### src/rtl/dcache_mshr_ctrl.sv
// dcache_mshr_ctrl: miss-status holding registers between the DCache miss path and memory.
// One entry per outstanding line miss; secondary misses to a live line merge into its entry
// when DCACHE_MSHR_MERGE_EN is defined, otherwise they stall until that entry frees.
// Line reads are issued round-robin over pending entries; tagged refills pass straight
// through to the cache array fill port.
//
// Ports:
//   clk_i, rst_ni                 clock, synchronous active-low reset
//   miss_*                        primary miss request (valid/ready), owning id, merged flag
//   mem_req_*                     line read request to memory (valid/ready, line, tag)
//   mem_rsp_*                     tagged refill from memory (valid/ready, tag, data)
//   fill_*                        line write into the cache array (valid/ready, line, data, id)
//   flush_i                       frees pending entries, marks issued entries to drop refills
module dcache_mshr_ctrl #(
  parameter int unsigned MSHR_SIZE  = 4,
  parameter int unsigned PLEN       = 32,
  parameter int unsigned LINE_WIDTH = 256,
  parameter int unsigned OFFSET_W   = $clog2(LINE_WIDTH / 8),
  parameter int unsigned ID_W       = $clog2(MSHR_SIZE)
) (
  input  logic                     clk_i,
  input  logic                     rst_ni,
  input  logic                     miss_valid_i,
  output logic                     miss_ready_o,
  input  logic [PLEN-OFFSET_W-1:0] miss_line_i,
  output logic [ID_W-1:0]          miss_id_o,
  output logic                     miss_merged_o,
  output logic                     mem_req_valid_o,
  input  logic                     mem_req_ready_i,
  output logic [PLEN-OFFSET_W-1:0] mem_req_line_o,
  output logic [ID_W-1:0]          mem_req_id_o,
  input  logic                     mem_rsp_valid_i,
  output logic                     mem_rsp_ready_o,
  input  logic [ID_W-1:0]          mem_rsp_id_i,
  input  logic [LINE_WIDTH-1:0]    mem_rsp_data_i,
  output logic                     fill_valid_o,
  input  logic                     fill_ready_i,
  output logic [PLEN-OFFSET_W-1:0] fill_line_o,
  output logic [LINE_WIDTH-1:0]    fill_data_o,
  output logic [ID_W-1:0]          fill_id_o,
  input  logic                     flush_i
);

  localparam int unsigned LineW = PLEN - OFFSET_W;

  typedef enum logic [1:0] {StFree, StPend, StWait} entry_st_e;

  entry_st_e              st_q   [MSHR_SIZE];
  entry_st_e              st_d   [MSHR_SIZE];
  logic [LineW-1:0]       line_q [MSHR_SIZE];
  logic [LineW-1:0]       line_d [MSHR_SIZE];
  logic [MSHR_SIZE-1:0]   drop_q, drop_d;
  logic [ID_W-1:0]        rr_q, rr_d;
  // Remembers a stalled grant so a newly pending entry cannot steal the request mid-stall.
  logic                   lock_q, lock_d;
  logic [ID_W-1:0]        lock_id_q, lock_id_d;

  logic            hit, free_any, can_accept, merged;
  logic [ID_W-1:0] hit_id, free_id, miss_id;
  logic            rr_any, hold;
  logic [ID_W-1:0] rr_gnt, cand, gnt_id;
  logic            rsp_wait, rsp_live, retire, miss_hs, req_hs;

  // Line lookup over live entries and lowest-index free entry.
  always_comb begin
    hit      = 1'b0;
    hit_id   = '0;
    free_any = 1'b0;
    free_id  = '0;
    for (int i = 0; i < MSHR_SIZE; i++) begin
      if (st_q[i] != StFree && line_q[i] == miss_line_i) begin
        hit    = 1'b1;
        hit_id = ID_W'(i);
      end
    end
    for (int i = int'(MSHR_SIZE) - 1; i >= 0; i--) begin
      if (st_q[i] == StFree) begin
        free_any = 1'b1;
        free_id  = ID_W'(i);
      end
    end
  end

  // Round-robin search starting at the pointer.
  always_comb begin
    rr_any = 1'b0;
    rr_gnt = '0;
    cand   = '0;
    for (int k = 0; k < MSHR_SIZE; k++) begin
      cand = ID_W'((int'(rr_q) + k) % int'(MSHR_SIZE));
      if (!rr_any && st_q[cand] == StPend) begin
        rr_any = 1'b1;
        rr_gnt = cand;
      end
    end
    hold   = lock_q && (st_q[lock_id_q] == StPend);
    gnt_id = hold ? lock_id_q : rr_gnt;
  end

  // Refill routing and miss acceptance.
  always_comb begin
    rsp_wait = (st_q[mem_rsp_id_i] == StWait);
    rsp_live = rsp_wait && !drop_q[mem_rsp_id_i];
    miss_id  = hit ? hit_id : free_id;
`ifdef DCACHE_MSHR_MERGE_EN
    // A merge into an entry retiring this cycle would be lost, so stall it one cycle.
    can_accept = hit ? !(retire && mem_rsp_id_i == hit_id) : free_any;
    merged     = hit;
`else
    can_accept = !hit && free_any;
    merged     = 1'b0;
`endif

    miss_ready_o    = rst_ni && miss_valid_i && !flush_i && can_accept;
    miss_id_o       = rst_ni ? miss_id : '0;
    miss_merged_o   = rst_ni && merged;
    mem_req_valid_o = rst_ni && rr_any;
    mem_req_line_o  = rst_ni ? line_q[gnt_id] : '0;
    mem_req_id_o    = rst_ni ? gnt_id : '0;
    // Dropped and stale refills are swallowed regardless of fill backpressure.
    mem_rsp_ready_o = rst_ni && (rsp_live ? fill_ready_i : 1'b1);
    fill_valid_o    = rst_ni && rsp_live && mem_rsp_valid_i;
    fill_line_o     = rst_ni ? line_q[mem_rsp_id_i] : '0;
    fill_data_o     = rst_ni ? mem_rsp_data_i : '0;
    fill_id_o       = rst_ni ? mem_rsp_id_i : '0;
  end

  assign retire  = mem_rsp_valid_i && mem_rsp_ready_o && rsp_wait;
  assign miss_hs = miss_valid_i && miss_ready_o;
  assign req_hs  = mem_req_valid_o && mem_req_ready_i;

  always_comb begin
    st_d      = st_q;
    line_d    = line_q;
    drop_d    = drop_q;
    rr_d      = rr_q;
    lock_d    = mem_req_valid_o && !mem_req_ready_i;
    lock_id_d = gnt_id;
    if (flush_i) begin
      for (int i = 0; i < MSHR_SIZE; i++) begin
        if (st_q[i] == StPend) st_d[i] = StFree;
        if (st_q[i] == StWait) drop_d[i] = 1'b1;
      end
    end
    // An entry issued in the flush cycle is already in flight, so it waits with drop set.
    if (req_hs) begin
      st_d[gnt_id]   = StWait;
      drop_d[gnt_id] = flush_i;
      rr_d           = ID_W'((int'(gnt_id) + 1) % int'(MSHR_SIZE));
    end
    if (retire) begin
      st_d[mem_rsp_id_i]   = StFree;
      drop_d[mem_rsp_id_i] = 1'b0;
    end
    if (miss_hs && !merged) begin
      st_d[free_id]   = StPend;
      line_d[free_id] = miss_line_i;
      drop_d[free_id] = 1'b0;
    end
  end

  always_ff @(posedge clk_i) begin
    if (!rst_ni) begin
      for (int i = 0; i < MSHR_SIZE; i++) begin
        st_q[i]   <= StFree;
        line_q[i] <= '0;
      end
      drop_q    <= '0;
      rr_q      <= '0;
      lock_q    <= 1'b0;
      lock_id_q <= '0;
    end else begin
      st_q      <= st_d;
      line_q    <= line_d;
      drop_q    <= drop_d;
      rr_q      <= rr_d;
      lock_q    <= lock_d;
      lock_id_q <= lock_id_d;
    end
  end

endmodule

### config.mk
export PLATFORM = sky130hd
export DESIGN_NAME = dcache_mshr_ctrl
export DESIGN_NICKNAME = d
export VERILOG_FILES = /design/src/rtl/dcache_mshr_ctrl.sv
export SDC_FILE = /design/constraint.sdc
export NUM_CORES = 1
export LEC_CHECK = 0
export ABC_CLOCK_PERIOD_IN_PS = 2710
export CORE_AREA = 2 2 241 243
export DETAILED_ROUTE_END_ITERATION = 10
export DIE_AREA = 0 0 243 245
export DONT_BUFFER_PORTS = 1
export PLACE_DENSITY = 0.33
export SLEW_MARGIN = 20
export SYNTH_ARGS = -nofsm -noshare
export SYNTH_HDL_FRONTEND = slang
export SYNTH_SLANG_ARGS = --single-unit
### constraint.sdc
create_clock -name clk_i -period 2.71 [get_ports clk_i]
set_input_delay 0.542 -clock clk_i [delete_from_list [all_inputs] [get_ports clk_i]]
set_output_delay 0.542 -clock clk_i [all_outputs]
set_load 0.01 [all_outputs]
==> results_dict.tcl <==
set metrics [dict create \
    cts_tree "done" \
    power_density_nw_per_um2 370 \
    clock_skew_ns 0.0120 \
    end_kind "output pin" \
    clk_pin_slew_ns 0.06 \
    cts.sinks 125 \
    async_flop_share_pct 0 \
    timing.fmax_mhz 307 \
    hpwl_um 43100 \
    maxSlewViolCount 179 \
    comb_power_share_pct 15.9 \
    start_util_pct 17.4 \
    die_w_um 243 \
    critPathMaxFanout 15 \
    switchingPower_mw 1.44 \
    crit_arrival_ns 2.71 \
    finalCriticalPeriod_ns 3.26 \
    violations "slew limit, setup timing" \
    power_frac_seq_pct 37.8 \
    ant_nets 0 \
    route.vias.total 9054 \
    multi_input_area_um2 7580 \
    regArea_um2 2530 \
    clockPowerShare_pct 46.3 \
    synth_cells 1176 \
    cts_buffer_depth 2 \
    hold_ws_ns 0.173 \
    hold_viol 0 \
    syn_to_final_growth_pct 35.2 \
    period_share_pct 120 \
    pin_count 613 \
    drc 0 \
    coreArea_um2 57000 \
    ys_seq_area_share_pct 25.2 \
    path_class "register to output pin" \
    crit_cells 9 \
    crit_top_cell "buf_4" \
    setup_viol 32 \
    dr.pass1.iters 5 \
    min_path_cells 1 \
    fin_ws_ns -0.546 \
    yosys_warnings 0 \
    synth_enable_flop_cells 0 \
    cts_root_buffer "clkbuf_16" \
    synth_ff_type "dfxtp_1" \
    ir_worst_vdd_mv 0.391 \
    avgSynthCellArea_um2 8.44 \
    wl_per_cell_um 27.4 \
    outcome "finished, violations left" \
    p_leak_nw 5.56 \
    netlist_area_um2 9920 \
    ctsHoldBuffers 0 \
    cpPeakStageDelay_ns 0.41 \
    grtUsageTotal_pct 17.6 \
    drtIter0Drc 535 \
    rsz0062_at_grt "yes" \
    place_congestion 0.979 \
    switching_share_pct 29.0 \
    critPathLaunchType "register" \
    die_h_um 245 \
    drive_gt1_share_pct 29.1 \
    portBuffers 0 \
    relSlewSlack_pct -16.1 \
    viasPerCell 4.47 \
    yosysUniqueCellTypes 56 \
    nets 1536 \
    grt_overflow 0 \
    crit_required_ns 2.17 \
    hold_path.class "primary input to register" \
    row_count 88 \
    grt_antenna_before_repair 40 \
    cts-buffers-inserted 17 \
    die-area_um2 59500 \
    grt_pass1_wl_um 73800 \
    drv_cap 0 \
    post-place-ws_ns -0.257 \
    htree_num_levels 4 \
    fillers 6225 \
    syn_nets 1468 \
    r2r_cells 10 \
    first_global_vias 9060 \
    synth_seq_cells 125 \
    internal_power_mw 3.53 \
    critPathBufInv 3 \
    path_delay_family "compound AO/OA/AOI/OAI gates" \
    grt_max_degree 432 \
    routed_wirelength_um 55500 \
    cp_cell_sequence "or3b_4 > o21ai_2 > mux2_4 > o32a_4 > buf_12 > mux2i_4 > a211oi_2 > buf_4 > buf_4" \
    insertion_delay_ns 0.44 \
    crit_slowest_cell "o32a_4" \
    worst_slew_pin_slew_ns 1.74 \
]
-- cells by family after synthesis --
logic type      count (synthesis)  synth area share, %
simple gates                  556                 31.6
mux                           167                 20.4
flops                         125                 25.2
buf+inv                       125                 6.29
xor+xnor                      109                 9.62
compound gates                 93                 6.81
other cells                     1               0.0378
-- registers in the layout, summed over array words and instances (netlist names) --
register / flops
lock_id_q: 2
lock_q: 1
rr_q: 2
drop_q: 4
st_q: 8
line_q: 108
-- worst register-to-register path, delay by kind of cell (launching register included) --
family | cells | cell delay (ns)
multiplexers | 1 | 0.18
XOR/XNOR | 1 | 0.28
AND/OR/NAND/NOR | 4 | 1.14
flip-flops | 1 | 0.35
buffers and inverters | 4 | 0.63
-- placed cells by master, fill, tap and decap left out, types with 15 or more instances in the layout --
cell type and n:
and2_1 289, nand2_1 145, mux2i_1 128, buf_4 122, dfxtp_1 107, xor2_1 49, xnor2_1 47, a211oi_2 35
mux4_2 28, clkbuf_16 23, nand4_1 18, buf_12 16, buf_6 15
-- power groups by stage --
stage | combinational [mW] | clock [mW] | sequential [mW]
finish | 0.789 | 2.30 | 1.88
global route | 0.826 | 2.43 | 1.88
CTS | 0.772 | 2.36 | 1.88
detailed placement | 0.738 | 0 | 1.92
global placement | 0.750 | 0 | 1.92
floorplan | 0.605 | 0 | 1.91
-- per-layer routing --
metal | vias to the layer above | share of wire, % | GRT usage [%]
met3 | 105 | 8.0 | 5.93
met1 | 4434 | 38 | 20.0
met2 | 421 | 51 | 31.7
met5 | - | 0.022 | 0
met4 | 2 | 2.8 | 4.06
li1 | 4092 | - | -
-- metrics by stage --
step | TNS [ns] | utilization, % | std cells | area, µm² | power, mW
4_1_cts | -13.95 | 22.4 | 2008 | 12800 | 5.01
2_1_floorplan | 0 | - | 1176 | 10000 | 2.52
3_3_place_gp | -30.35 | 20.4 | 1967 | 11600 | 2.67
3_5_place_dp | -25.93 | 20.4 | 1967 | 11600 | 2.66
5_1_grt | -16.45 | 23.5 | 2024 | 13400 | 5.14
6_report | -13.40 | 23.5 | 2026 | 13400 | 4.97
-- Yosys cell counts, types with 4 or more instances --
cell / instances / area (µm²)
a211oi_1: 54 / 405
a21oi_1: 14 / 70.1
and2_1: 289 / 1810
buf_1: 7 / 26.3
buf_2: 13 / 65.1
buf_4: 4 / 30.0
buf_6: 15 / 169
clkbuf_1: 77 / 289
dfxtp_1: 125 / 2500
inv_1: 7 / 26.3
mux2i_1: 136 / 1360
mux4_2: 28 / 631
nand2_1: 147 / 552
nand2b_1: 6 / 37.5
nand3_1: 6 / 30.0
nand4_1: 18 / 113
nor2_1: 15 / 56.3
nor2b_1: 31 / 194
nor3b_1: 4 / 30.0
nor4_1: 18 / 113
o2111a_1: 4 / 45.0
o21ai_0: 6 / 30.0
xnor2_1: 52 / 455
xor2_1: 57 / 499
-- repair_timing --
item,4_1_cts,5_1_grt
gates resized for setup,87,92
endpoints found under the setup margin,60,139
pin swaps,32,30
setup buffers,11,11
cloned,3,7
-- path summary, 6_finish.rpt --
| path | start | slack, ns | to |
|---|---|---|---|
| setup / recovery | st_q[6] | -0.55 | mem_req_line_o[9] |
| hold / removal | mem_req_ready_i | 0.17 | lock_q |
| setup reg to reg | line_q[62] | 0.06 | line_q[101] |
| hold reg to reg | line_q[86] | 0.49 | line_q[86] |
-- area by class of cell --
| class | instances | area share [%] |
|---|---|---|
| repair buffers | 166 | 12.8 |
| clock inverters | 13 | 1.07 |
| well taps | 765 | 7.13 |
| diodes | 5 | 0.0933 |
| clock buffers | 18 | 3.20 |
| inverters | 8 | 0.224 |
| flip-flops and latches | 125 | 18.9 |
| multi-input cells | 926 | 56.5 |
(Power assumes the default switching activity.)
